===== src/rtl/uart_pkg.sv =====
// uart_pkg: state encodings, parity modes and counter-width helpers shared by the UART transmitter and receiver.
package uart_pkg;
  localparam int NB_STATE = 3;
  typedef enum logic [NB_STATE-1:0] {
    IDLE   = 3'd0,
    START  = 3'd1,
    DATA   = 3'd2,
    PARITY = 3'd3,
    STOP   = 3'd4
  } state_t;
  localparam int PARITY_EVEN = 1;
  localparam int PARITY_ODD  = 0;
  function automatic int cnt_w(input int n);
    return (n > 1) ? $clog2(n) : 1;
  endfunction
  localparam int NB_TICK_DEF = cnt_w(16);
  localparam int NB_BIT_DEF  = cnt_w(8);
  localparam int NB_STOP_DEF = cnt_w(4);
endpackage


===== src/rtl/uart_bit_timer.sv =====
// uart_bit_timer: oversampling tick counter with synchronous clear; done marks the tick that ends a bit.
module uart_bit_timer
  import uart_pkg::*;
#(
  parameter int OVERSAMPLE = 16
) (
  input  logic clk,
  input  logic rst,
  input  logic clear,
  input  logic tick,
  output logic done
);
  localparam int NB = cnt_w(OVERSAMPLE);
  logic [NB-1:0] count;
  assign done = tick & (count == NB'(OVERSAMPLE - 1));
  always_ff @(posedge clk) begin
    if (rst || clear) count <= '0;
    else if (tick) count <= done ? '0 : count + 1'b1;
  end
endmodule


===== src/rtl/uart_tx_frame.sv =====
// uart_tx_frame: valid/ready UART transmitter (start, N_DATA bits LSB-first, optional parity, M_STOP stops).
// Define UART_TX_BREAK_EN to add i_break, which holds the idle line low between frames.
module uart_tx_frame
  import uart_pkg::*;
#(
  parameter int NB_DATA         = 8,
  parameter int N_DATA          = 8,
  parameter int PARITY_CHECK    = 1,
  parameter int EVEN_ODD_PARITY = 1,
  parameter int M_STOP          = 1,
  parameter int OVERSAMPLE      = 16
) (
  input  logic               i_clock,
  input  logic               i_reset,
  input  logic               i_tick,
  input  logic [NB_DATA-1:0] i_data,
  input  logic               i_tx_start,
`ifdef UART_TX_BREAK_EN
  input  logic               i_break,
`endif
  output logic               o_ready,
  output logic               o_data,
  output logic               o_tx_done,
  output logic               o_busy
);
  localparam int NB_BIT  = cnt_w(N_DATA);
  localparam int NB_STOP = cnt_w(M_STOP);
  localparam logic [NB_BIT-1:0]  LAST_BIT  = NB_BIT'(N_DATA - 1);
  localparam logic [NB_STOP-1:0] LAST_STOP = NB_STOP'(M_STOP - 1);
  localparam logic ODD = (EVEN_ODD_PARITY == PARITY_ODD);
  state_t state;
  logic [N_DATA-1:0] shift;
  logic [NB_BIT-1:0] bit_cnt;
  logic [NB_STOP-1:0] stop_cnt;
  logic parity, bit_end, accept, brk;
`ifdef UART_TX_BREAK_EN
  assign brk = i_break;
`else
  assign brk = 1'b0;
`endif
  assign accept = i_tx_start & o_ready;
  // Holding the timer clear in IDLE means a tick in the accept cycle never counts toward START.
  uart_bit_timer #(.OVERSAMPLE(OVERSAMPLE)) u_timer (
    .clk  (i_clock),
    .rst  (i_reset),
    .clear(state == IDLE),
    .tick (i_tick),
    .done (bit_end)
  );
  always_ff @(posedge i_clock) begin
    if (i_reset) begin
      state     <= IDLE;
      o_data    <= 1'b1;
      o_ready   <= 1'b1;
      o_tx_done <= 1'b0;
      o_busy    <= 1'b0;
      shift     <= '0;
      parity    <= 1'b0;
      bit_cnt   <= '0;
      stop_cnt  <= '0;
    end else begin
      o_tx_done <= 1'b0;
      case (state)
        IDLE: begin
          if (accept) begin
            state    <= START;
            shift    <= i_data[N_DATA-1:0];
            parity   <= (^i_data[N_DATA-1:0]) ^ ODD;
            bit_cnt  <= '0;
            stop_cnt <= '0;
            o_data   <= 1'b0;
            o_ready  <= 1'b0;
            o_busy   <= 1'b1;
          end else begin
            o_data  <= ~brk;
            o_ready <= ~brk;
          end
        end
        START: begin
          if (bit_end) begin
            state  <= DATA;
            o_data <= shift[0];
          end
        end
        DATA: begin
          if (bit_end) begin
            if (bit_cnt == LAST_BIT) begin
              state  <= (PARITY_CHECK != 0) ? PARITY : STOP;
              o_data <= (PARITY_CHECK != 0) ? parity : 1'b1;
            end else begin
              bit_cnt <= bit_cnt + 1'b1;
              shift   <= shift >> 1;
              o_data  <= shift[1];
            end
          end
        end
        PARITY: begin
          if (bit_end) begin
            state  <= STOP;
            o_data <= 1'b1;
          end
        end
        STOP: begin
          if (bit_end) begin
            if (stop_cnt == LAST_STOP) begin
              state     <= IDLE;
              o_tx_done <= 1'b1;
              o_busy    <= 1'b0;
              o_ready   <= 1'b1;
            end else begin
              stop_cnt <= stop_cnt + 1'b1;
            end
          end
        end
        default: state <= IDLE;
      endcase
    end
  end
endmodule


===== config.mk =====
export PLATFORM = sky130hd
export DESIGN_NAME = uart_tx_frame
export DESIGN_NICKNAME = d
export VERILOG_FILES = /design/src/rtl/uart_pkg.sv /design/src/rtl/uart_bit_timer.sv /design/src/rtl/uart_tx_frame.sv
export SDC_FILE = /design/constraint.sdc
export NUM_CORES = 1
export LEC_CHECK = 0
export CORE_MARGIN = 2
export CORE_UTILIZATION = 53
export CTS_CLUSTER_DIAMETER = 50
export DETAILED_ROUTE_END_ITERATION = 7
export GPL_TIMING_DRIVEN = 1
export PLACE_DENSITY_LB_ADDON = 0.3
export SLEW_MARGIN = 20
export SYNTH_ARGS = -nofsm -noshare
export SYNTH_HDL_FRONTEND = slang
export SYNTH_SLANG_ARGS = --single-unit
export TNS_END_PERCENT = 10

===== constraint.sdc =====
create_clock -name i_clock -period 1.8 [get_ports i_clock]
set_input_delay 0.18 -clock i_clock [delete_from_list [all_inputs] [get_ports i_clock]]
set_output_delay 0.18 -clock i_clock [all_outputs]
set_load 0.02 [all_outputs]

==> results of run 1 <==
[placed cells by master, fill, tap and decap left out, drive strengths merged]
master,n
dfxtp,23
nand2,19
a21oi,15
clkdlybuf4s50,15
nor2,13
buf,12
o21ai,8
a311oi,8
xnor2,7
nand4,3
mux2i,3
nand3,3
clkbuf,3
nor3,3
ha,3
xor2,2
a21boi,2
and2,2
or3b,1
and4,1
a2bb2oi,1
nor3b,1
o2bb2ai,1
a211oi,1
nor4b,1
or2,1
or4,1
a41oi,1
inv,1
mux2,1
nand3b,1
o311ai,1
nand4b,1
and3,1
clkinv,1
[per-stage QoR]
stage	total power [uW]	hold WS, ps	area, sq um
after global placement	751	467	1420
after CTS	999	480	1460
final	994	491	1470
after detailed placement	757	479	1420
after global routing	1050	479	1470
after floorplan	680	343	1200
[cells in the mapped netlist, types with 3 or more instances]
master,instances
ha_1,3
nand4_1,3
dfxtp_1,23
nor2_1,13
o21ai_0,8
xnor2_1,7
a311oi_1,8
a21oi_1,15
nand2_1,19
nand3_1,3
mux2i_1,3
buf_2,3
[where the power goes]
part	total [uW]	leakage (uW)	internal, uW	switching (uW)
Sequential	554	0.000188	537	17.1
Clock	245	0.0000177	83.1	162
Combinational	194	0.000335	101	93.2
Total	994	0.000541	721	273
[metal layers]
layer	vias up	part of all wire (%)	wire length, um
met2	29	49	1340
met5	-	0	0
met4	0	1.1	30
met1	525	46	1260
met3	4	4.6	126
li1	548	-	-
[critical path: cells and delay by family (launching register included)]
kind	cells	cell delay, ps
flops	1	370
buf+inv	1	160
compound gates	1	270
simple gates	3	550
fa+ha+maj	1	250
[cell families after synthesis]
family / Yosys count / share of synthesized area (%)
muxes: 4 / 3.44
buffers and inverters: 10 / 4.69
DFF: 23 / 38.4
xor gates and xnor gates: 9 / 6.57
AOI/OAI and AO/OA: 38 / 21.8
adders and majority gates: 3 / 3.13
and+or+nand+nor: 52 / 22.0
[state kept, by name, indices dropped and copies added, names as in the netlist]
register       cells
bit_cnt            3
o_busy             1
o_data             1
o_ready            1
o_tx_done          1
parity             1
shift              8
state              3
u_timer.count      4
[path summary, 6_finish.rpt]
kind	startpoint	endpoint	slack (ps)	cells after the start
setup / recovery	u_timer.count[0]$_SDFFE_PP0P_	shift[5]$_SDFFE_PP0P_	90	6
hold / removal	i_data[6]	shift[6]$_SDFFE_PP0P_	490	3
hold reg to reg	o_busy$_SDFFE_PP0P_	o_busy$_SDFFE_PP0P_	500	2
setup reg to reg	u_timer.count[0]$_SDFFE_PP0P_	shift[5]$_SDFFE_PP0P_	90	6
[area by class of cell]
class | count | share of cell area (%)
Multi-Input combinational cell | 106 | 47.7
Sequential cell | 23 | 31.4
Timing Repair Buffer | 27 | 16.4
Tap cell | 28 | 2.39
Clock buffer | 3 | 1.54
Clock inverter | 1 | 0.341
Inverter | 1 | 0.256
[repair_timing]
item,CTS,global route
pin swaps,0,0
cloned,0,0
setup endpoints to repair,1,7
resized for setup,1,3
==> flow_summary.toml, run 1 <==
[status]
status = "finished clean"

[detailed_routing]
final_antenna_net_count = 0
wl_per_cell_um = 14.6
drt_wl_total_um = 2760
drt-initial-drc-count = 12
vias = 1106
drc = 0
drt_pass1_iterations = 4
viasPerCell = 5.85

[finish]
layout-drive-gt1-share_pct = 15.5
nFillCells = 186
fin_util_pct = 67.6
ff_latch_area_sq_um = 460
fin_nets = 177
multiInputGateArea_sq_um = 699
antenna_cells = 0
area_growth_pct = 22.2
fin_cells = 189

[grt]
grt_pass1_wl_um = 4610
grt_use_met2_pct = 35.7
grt_max_degree = 19
use_met1_pct = 32.5
grt_remaining_overflow = 0
busiest_layer = "met2"
use_met3_pct = 2.59
grt_usage_pct = 23.0
grt_pass1_vias = 1020
antenna_found_initial = 0

[synth]
synth_edf_count = 0
synthCells = 139
yosysWarnings = 0
yosys.area.top_type_share_pct = 38.4
syn_area_per_cell_sq_um = 8.63
synth_ff_type = "dfxtp_1"
synth_cell_types = 37
yosysTopAreaCell = "dfxtp_1"
ys_seq_area_share_pct = 38.4
synthArstFlopShare_pct = 0
ys_seq_elements = 23
synth_nets = 154
synth_area_leaders = "dfxtp_1 38%, a21oi_1 6.3%, nand2_1 5.9%, a311oi_1 5.8%, xnor2_1 5.1%"
synth_area_sq_um = 1200

[sta]
setup_ws_ps = 89.1
period_share_pct = 95.0
tns_ps = 0
finalHoldViolations = 0
min_period_ps = 1710
relSlewSlack_pct = 78.4
skew_ps = 8.60
rsz0062_at_grt = "false"
setup-violations-final = 0
slew_violations = 0
worst_pin_slew_ps = 324
max_freq_mhz = 584

[die]
start_util_pct = 55.3
core-area_sq_um = 2170
row_count = 17
pin_count = 16
die_area_sq_um = 2660
die_w_um = 51.6
die_h_um = 51.6

[placed_design]
hpwlAfterDp_um = 2010
place_ws_ps = 18.9
place_inst = 185
place_congestion = 0.881
io_buffers = 15

[clocking]
cts_tree = "yes"
htree_levels = 1
cts_made_buffers = 3
cts_buffer_depth = 2
clkSlewWorstSetupHoldPaths_ps = 140
cts_setup_buffers = 0
clock_latency_ps = 310
cts_hold_buf = 0
cts.sink_count = 23
cts_root_buffer = "clkbuf_4"

[pwr]
p_leak_uw = 0.000541
power.density_nw_per_um2 = 678
vdd_ir_drop_max_uv = 439

[worst_setup_path]
worst_setup_path_end_kind = "register"
crit_path_max_incr_delay_ps = 370
cp.arrival_ps = 1920
path_max_fanout = 7
cp-start-kind = "register"
cp.required_ps = 2010
path_cells = "ha_1 -> and4_1 -> nor2_4 -> nor2_1 -> buf_4 -> a311oi_1"
slowest_stage = "dfxtp_1"
path_class = "register to register"

[hold_path]
hold_class = "input pin to register"

[job]
drv_cap = 0
(Power assumes the default switching activity.)
==> run 2: changes to the inputs <==
--- a/config.mk
+++ b/config.mk
@@ -5,6 +5,7 @@
 export SDC_FILE = /design/constraint.sdc
 export NUM_CORES = 1
 export LEC_CHECK = 0
+export CAP_MARGIN = 20
 export CORE_MARGIN = 2
 export CORE_UTILIZATION = 53
 export CTS_CLUSTER_DIAMETER = 50
==> results of run 2 <==
No change in the layout: final DEF, timing and power equal those of run 1.
